[config.mk]
export PLATFORM = sky130hd
export DESIGN_NAME = tilemap_writer
export DESIGN_NICKNAME = d
export VERILOG_FILES = /design/src/rtl/tilemap_writer.sv
export SDC_FILE = /design/constraint.sdc
export NUM_CORES = 1
export LEC_CHECK = 0
export ABC_CLOCK_PERIOD_IN_PS = 5600
export CORE_AREA = 2 2 71 73
export CTS_BUF_LIST = sky130_fd_sc_hd__clkbuf_4 sky130_fd_sc_hd__clkbuf_8 sky130_fd_sc_hd__clkbuf_16
export DETAILED_ROUTE_END_ITERATION = 12
export DIE_AREA = 0 0 73 75
export GPL_TIMING_DRIVEN = 0
export PLACE_DENSITY = 0.9
export SLEW_MARGIN = 20
export SYNTH_ARGS = -nofsm -noshare
export SYNTH_HDL_FRONTEND = slang
export SYNTH_SLANG_ARGS = --single-unit
[constraint.sdc]
create_clock -name clk -period 5.6 [get_ports clk]
set_input_delay 0.56 -clock clk [delete_from_list [all_inputs] [get_ports clk]]
set_output_delay 0.56 -clock clk [all_outputs]
set_load 0.01 [all_outputs]
[src/rtl/tilemap_writer.sv]
// tilemap_writer: host command port (set pointer / write / set step / fill) for the 32x32 tile name RAM.
// Writes only outside active display. Optional command FIFO: define TILEMAP_WRITER_FIFO_EN. Rev 1.0
`default_nettype none

module tilemap_writer #(
  parameter int ADDR_W     = 10,
  parameter int DATA_W     = 8,
  parameter int FIFO_DEPTH = 4
) (
  input  logic              clk,
  input  logic              rst,
  input  logic              cmd_valid,
  output logic              cmd_ready,
  input  logic [1:0]        cmd_op,
  input  logic [ADDR_W-1:0] cmd_arg,
  input  logic              video_de,
  output logic [ADDR_W-1:0] ram_addr,
  output logic [DATA_W-1:0] ram_din,
  output logic              ram_we,
  output logic              busy
);

  localparam logic [1:0] OP_SET_PTR  = 2'd0;
  localparam logic [1:0] OP_WRITE    = 2'd1;
  localparam logic [1:0] OP_SET_STEP = 2'd2;
  localparam logic [1:0] OP_FILL     = 2'd3;

  typedef enum logic [1:0] {
    ST_IDLE    = 2'd0,
    ST_WAIT_WR = 2'd1,
    ST_FILL    = 2'd2
  } state_t;

  if ((FIFO_DEPTH < 2) || ((FIFO_DEPTH & (FIFO_DEPTH - 1)) != 0)) begin : g_bad_fifo_depth
    $error("tilemap_writer: FIFO_DEPTH must be a power of two >= 2");
  end

  state_t            state;
  logic [ADDR_W-1:0] ptr;
  logic [ADDR_W-1:0] step;
  logic [ADDR_W-1:0] fill_cnt;
  logic [DATA_W-1:0] data;
  logic              alive;

  // Command source seen by the engine: either the host directly or the FIFO head.
  logic              take;
  logic [1:0]        src_op;
  logic [ADDR_W-1:0] src_arg;

`ifdef TILEMAP_WRITER_FIFO_EN
  localparam int PW = $clog2(FIFO_DEPTH) + 1;

  logic [1:0]        op_mem  [FIFO_DEPTH];
  logic [ADDR_W-1:0] arg_mem [FIFO_DEPTH];
  logic [PW-1:0]     wr_ptr;
  logic [PW-1:0]     rd_ptr;
  logic              fifo_empty;
  logic              fifo_full;
  logic              push;

  assign fifo_empty = (wr_ptr == rd_ptr);
  assign fifo_full  = (wr_ptr[PW-1] != rd_ptr[PW-1]) &&
                      (wr_ptr[PW-2:0] == rd_ptr[PW-2:0]);
  assign cmd_ready  = alive && !fifo_full;
  assign push       = cmd_valid && cmd_ready;
  assign take       = (state == ST_IDLE) && !fifo_empty;
  assign src_op     = op_mem[rd_ptr[PW-2:0]];
  assign src_arg    = arg_mem[rd_ptr[PW-2:0]];
  assign busy       = (state != ST_IDLE) || !fifo_empty;

  always_ff @(posedge clk) begin
    if (push) begin
      op_mem[wr_ptr[PW-2:0]]  <= cmd_op;
      arg_mem[wr_ptr[PW-2:0]] <= cmd_arg;
    end
  end

  always_ff @(posedge clk or negedge rst) begin
    if (!rst) begin
      wr_ptr <= '0;
      rd_ptr <= '0;
    end else begin
      if (push) wr_ptr <= wr_ptr + 1'b1;
      if (take) rd_ptr <= rd_ptr + 1'b1;
    end
  end
`else
  assign cmd_ready = alive && (state == ST_IDLE);
  assign take      = cmd_valid && cmd_ready;
  assign src_op    = cmd_op;
  assign src_arg   = cmd_arg;
  assign busy      = (state != ST_IDLE);
`endif

  // alive keeps cmd_ready low until the first edge after reset release.
  always_ff @(posedge clk or negedge rst) begin
    if (!rst) begin
      state    <= ST_IDLE;
      ptr      <= '0;
      step     <= {{(ADDR_W-1){1'b0}}, 1'b1};
      fill_cnt <= '0;
      data     <= '0;
      alive    <= 1'b0;
    end else begin
      alive <= 1'b1;
      case (state)
        ST_IDLE: begin
          if (take) begin
            case (src_op)
              OP_SET_PTR:  ptr  <= src_arg;
              OP_SET_STEP: step <= src_arg;
              OP_WRITE: begin
                data  <= src_arg[DATA_W-1:0];
                state <= ST_WAIT_WR;
              end
              OP_FILL: begin
                data     <= src_arg[DATA_W-1:0];
                fill_cnt <= '0;
                state    <= ST_FILL;
              end
              default: state <= ST_IDLE;
            endcase
          end
        end
        ST_WAIT_WR: begin
          if (!video_de) begin
            ptr   <= ptr + step;
            state <= ST_IDLE;
          end
        end
        ST_FILL: begin
          if (!video_de) begin
            if (fill_cnt == {ADDR_W{1'b1}}) state <= ST_IDLE;
            else                            fill_cnt <= fill_cnt + 1'b1;
          end
        end
        default: state <= ST_IDLE;
      endcase
    end
  end

  // video_de gates the strobe combinationally so no write can land during active display.
  assign ram_we   = ((state == ST_WAIT_WR) || (state == ST_FILL)) && !video_de;
  assign ram_addr = (state == ST_FILL) ? fill_cnt : ptr;
  assign ram_din  = data;

endmodule

`default_nettype wire

Word-level counts from Yosys, hierarchy flattened
Cells that the tools add are included.

Input bits: 16. Flip-flop bits (word level): 41. Output and inout bits: 21. Logic and storage cells: 54.

Reduce and logical (&&, ||, !) cells: 16. Eq/ne operators: 14. Muxes and demuxes: 16. Add/subtract/negate cells: 2.

Operators by type and width (number): two-way mux 10 bit (8); case mux 10 bit (2 select lines) (2); adder 10 x 1 -> 10 bit (second input constant) (1); adder 10 bit (1); == test 10 bit (second input constant) (1); inequality test 2 bit (second input constant) (5); AND reduction 5 bit (2); two-way mux 2 bit (4); == test 2 bit (second input constant) (3); case mux 2 bit (3 select lines) (1); AND reduction 3 bit (2); nonzero test 2 bit (3); == test 2 x 1 -> 1 bit (second input constant) (2); zero test 2 bit (2); inequality test 2 x 1 -> 1 bit (second input constant) (2); case mux 2 bit (2 select lines) (1); AND reduction 4 bit (1); logical AND 1 bit (3); inequality test 3 x 1 -> 1 bit (second input constant) (1); OR reduction 2 bit (1); zero test 1 bit (1); logical OR 1 bit (1).

Logic depth before layout (Yosys ltp)
Word-level depth: 5. Gate-level depth with buffers: 10. Mapped depth without buffers: 8.

Least setup slack after synthesis
Ideal clock, no wire load.

Kind: reg-to-output. Start point: reg state[0]. End point: out ram_addr[1]. Stages on the path, launching flop included: 6. Path buffers: 2. Required time: 5.040 ns. Data arrival time: 1.609 ns. Slack: 3.431 ns. Cell sequence: dfrtp_1 -> inv_1 -> ha_1 -> buf_1 -> buf_2 -> mux2_2.

Word-level cells in the longest chain between the ends: 2.

RTL lines: from (decl) (line 38) `state_t state;`; from (signal assigned) (line 98) `state <= ST_IDLE;`; from (signal assigned) (line 114) `state <= ST_WAIT_WR;`; from (signal assigned) (line 119) `state <= ST_FILL;`; == test 2 bit (line 144) `assign ram_addr = (state == ST_FILL) ? fill_cnt : ptr;`; two-way mux 10 bit (line 144); to (decl) (line 17) `output logic [ADDR_W-1:0] ram_addr,`.

Every way passes these cells.

Final worst setup path
Same ends and word-level chain as after synthesis.

==> impl_metrics.env <==
export IMPL_place_hpwl_um=4080
export IMPL_grt_setup_unrepaired="no"
export IMPL_num_vias=2032
export IMPL_cp_required_ns=5.04
export IMPL_final_nets=329
export IMPL_cts_hold_repair_buffers=0
export IMPL_worstPathArrival_ns=2.57
export IMPL_place_area_um2=2930
export IMPL_grt_pass1_wl_um=9020
export IMPL_grt_antenna_before_repair=0
export IMPL_crit_type="reg -> out"
export IMPL_ys_async_sr_fraction=1.00
export IMPL_vdd_ir_drop_worst_uv=273
export IMPL_instances_no_fill=354
export IMPL_grt_max_degree=27
export IMPL_finalHoldWorstSlack_ns=0.183
export IMPL_netSwitchingFraction=0.398
export IMPL_post_route_period_util=0.558
export IMPL_cts_num_sinks=41
export IMPL_cts_buffers=5
export IMPL_synth_edf_count=0
export IMPL_drt_total_wl_um=5390
export IMPL_worst_slew_margin_rel=0.636
export IMPL_max_freq_mhz=320
export IMPL_max_cap_violations=0
export IMPL_gp_congestion=0.843
export IMPL_dieArea_um2=5480
export IMPL_gr_total_overflow=0
export IMPL_syn_avg_cell_area_um2=9.76
export IMPL_wire_per_inst_um=15.2
export IMPL_p_int_mw=0.989
export IMPL_tightest_slew_ns=0.545
export IMPL_preCtsSetupSlack_ns=2.80
export IMPL_status="completed"
export IMPL_yosys_register_bits=41
export IMPL_p_seq_frac=0.306
export IMPL_setup_tns_ns=0
export IMPL_diodes=0
export IMPL_synth_area_um2=2500
export IMPL_cts_tree="built"
export IMPL_synth_flop_cell="dfrtp_1"
export IMPL_die_h_um=75
export IMPL_dr_pass1_iters=4
export IMPL_synth_seq_area_share=0.411
export IMPL_cts_setup_buffers=0
export IMPL_crit_fanout=10
export IMPL_grt_usage=0.214
export IMPL_total_power_mw=1.64
export IMPL_grt_pass1_vias=1979
export IMPL_final_core_util=0.648
export IMPL_hold_class="in -> async"
export IMPL_drive_above_1_share=0.160
export IMPL_fin_skew_ns=0.00412
export IMPL_drc_errors=0
export IMPL_yosysWarnings=0
export IMPL_io_pins=37
export IMPL_finish_instance_area_um2=3020
export IMPL_synth_cell_types=48
export IMPL_setup_viol=0
export IMPL_viasPerCell=5.74
export IMPL_dieWidth_um=73
export IMPL_slew_viol_final=0
export IMPL_clk_pin_slew_ns=0.08
export IMPL_end_kind="primary output"
export IMPL_p_comb_frac=0.573
export IMPL_cellPowerDensity_nw_per_um2=544
export IMPL_core_area_um2=4660
export IMPL_antenna_left=0
export IMPL_start_util=0.536
export IMPL_hold_violations=0
export IMPL_drt_iter0_drc=91
export IMPL_dp_cells=346
export IMPL_io_buffers=35
export IMPL_pwr_share_clk=0.121
export IMPL_clockBufferDepth=2
export IMPL_root_buffer="clkbuf_8"
export IMPL_rows=25
export IMPL_clk_latency_ns=0.29
export IMPL_ctsResizeCount=0
export IMPL_post_route_min_period_ns=3.13
export IMPL_syn_inst=256
export IMPL_p_leak_nw=1.42
export IMPL_critPathLaunchType="flip-flop"
export IMPL_power_switching_mw=0.655
export IMPL_cts_max_level=2
export IMPL_synth_fp_nets=286
export IMPL_worst_slack_ns=2.47
export IMPL_syn2layout_area_growth_pct=20.9
[layer usage]
| metal | routed length [um] | GRT usage | share of wire |
|---|---|---|---|
| met5 | 0 | 0 | 0 |
| met4 | 106 | 0.0844 | 0.020 |
| met3 | 188 | 0.0281 | 0.035 |
| met2 | 2690 | 0.381 | 0.50 |
| met1 | 2410 | 0.264 | 0.45 |
[synth_stat cells, types with 2 or more instances]
master    instances  area [um2]
and2_1            2        12.5
a211oi_2          2        25.0
nand4_1           6        37.5
or2_2             2        12.5
xnor2_1           5        43.8
and4_1            2        17.5
nor2b_1           3        18.8
and3_1            4        25.0
dfrtp_1          40        1000
a31oi_1           2        12.5
buf_2             4        20.0
buf_4             2        15.0
o22ai_1           3        18.8
nor2_1           12        45.0
a21oi_1           8        40.0
a21o_1            7        52.6
nand2_1          48         180
xor2_1            8        70.1
ha_1             13         163
o21ai_0          12        60.1
mux2i_1           8        80.1
nand3_1           3        15.0
nor3_1            4        20.0
inv_1             8        30.0
mux2_2           20         225
clkbuf_1          4        15.0
a22o_1            3        26.3
[final timing paths]
kind | to | slack (ns) | start | cells past startpoint
worst min register to register | ram_din[1] | 0.48 | ram_din[1] | 2
worst min-delay path | fill_cnt[9] | 0.18 | rst | 1
worst max-delay path | ram_addr[1] | 2.47 | state[0] | 6
min in group clk | ram_din[1] | 0.48 | ram_din[1] | 2
max in group asynchronous | step[0] | 4.88 | rst | 2
worst max register to register | ptr[8] | 3.22 | ptr[0] | 8
[layout make-up]
class,count,area (um2)
Buffer,12,65.1
Clock buffer,7,83.8
Timing Repair Buffer,36,365
Clock inverter,1,5.00
Multi-Input combinational cell,195,1380
Inverter,8,30.0
Sequential cell,41,1030
Tap cell,54,67.6
Fill cell,385,1640
[critical path, cell delays in order (launching register included)]
cell and delay, ns:
dfrtp_1 0.40, inv_1 0.09, ha_1 0.22, buf_1 0.38, buf_2 0.34, mux2_2 0.38, clkdlybuf4s50_1 0.48
[power groups by stage]
stage          Clock (mW)  Combinational, mW  Sequential [mW]
6_report            0.199              0.942            0.503
3_3_place_gp            0              0.901            0.500
4_1_cts             0.201              0.946            0.500
5_1_grt             0.215               1.04            0.515
2_1_floorplan           0              0.631            0.492
3_5_place_dp            0              0.940            0.506
[logic make-up (layout without fill, tap and decap cells)]
family,after synthesis,count (layout),share of synthesized area
adder cells (fa/ha/maj),14,14,0.0731
AND/OR/NAND/NOR,91,91,0.170
buffers and inverters,20,64,0.0381
multiplexers,28,28,0.122
AO/OA/AOI/OAI,48,48,0.138
other,1,1,0.00150
XOR/XNOR,13,13,0.0456
flip-flops,41,41,0.411
[flip-flops by register name (all words and copies together) (netlist names)]
signal and cells:
alive 1, fill_cnt 10, ptr 10, ram_din 8
state 2, step 10
[cells in the final DEF, fill, tap and decap left out, types with 2 or more instances in the layout]
master,Yosys,final
clkbuf_4,0,2
o22ai_1,3,3
nor2_1,12,12
a31oi_1,2,2
a21oi_1,8,8
and2_1,2,2
buf_4,2,2
or2_2,2,2
ha_1,13,13
and3_1,4,4
nor3_1,4,4
o21ai_0,12,12
buf_2,4,5
mux2i_1,8,8
clkbuf_1,4,4
clkdlybuf4s50_1,0,34
a211oi_2,2,2
nand4_1,6,6
and4_1,2,2
inv_1,8,8
nor2b_1,3,3
a21o_1,7,7
xor2_1,8,8
nand3_1,3,3
clkbuf_8,0,5
a22o_1,3,3
xnor2_1,5,5
dfrtp_1,40,40
mux2_2,20,20
nand2_1,48,48
Power figures use the tool's default switching activity.
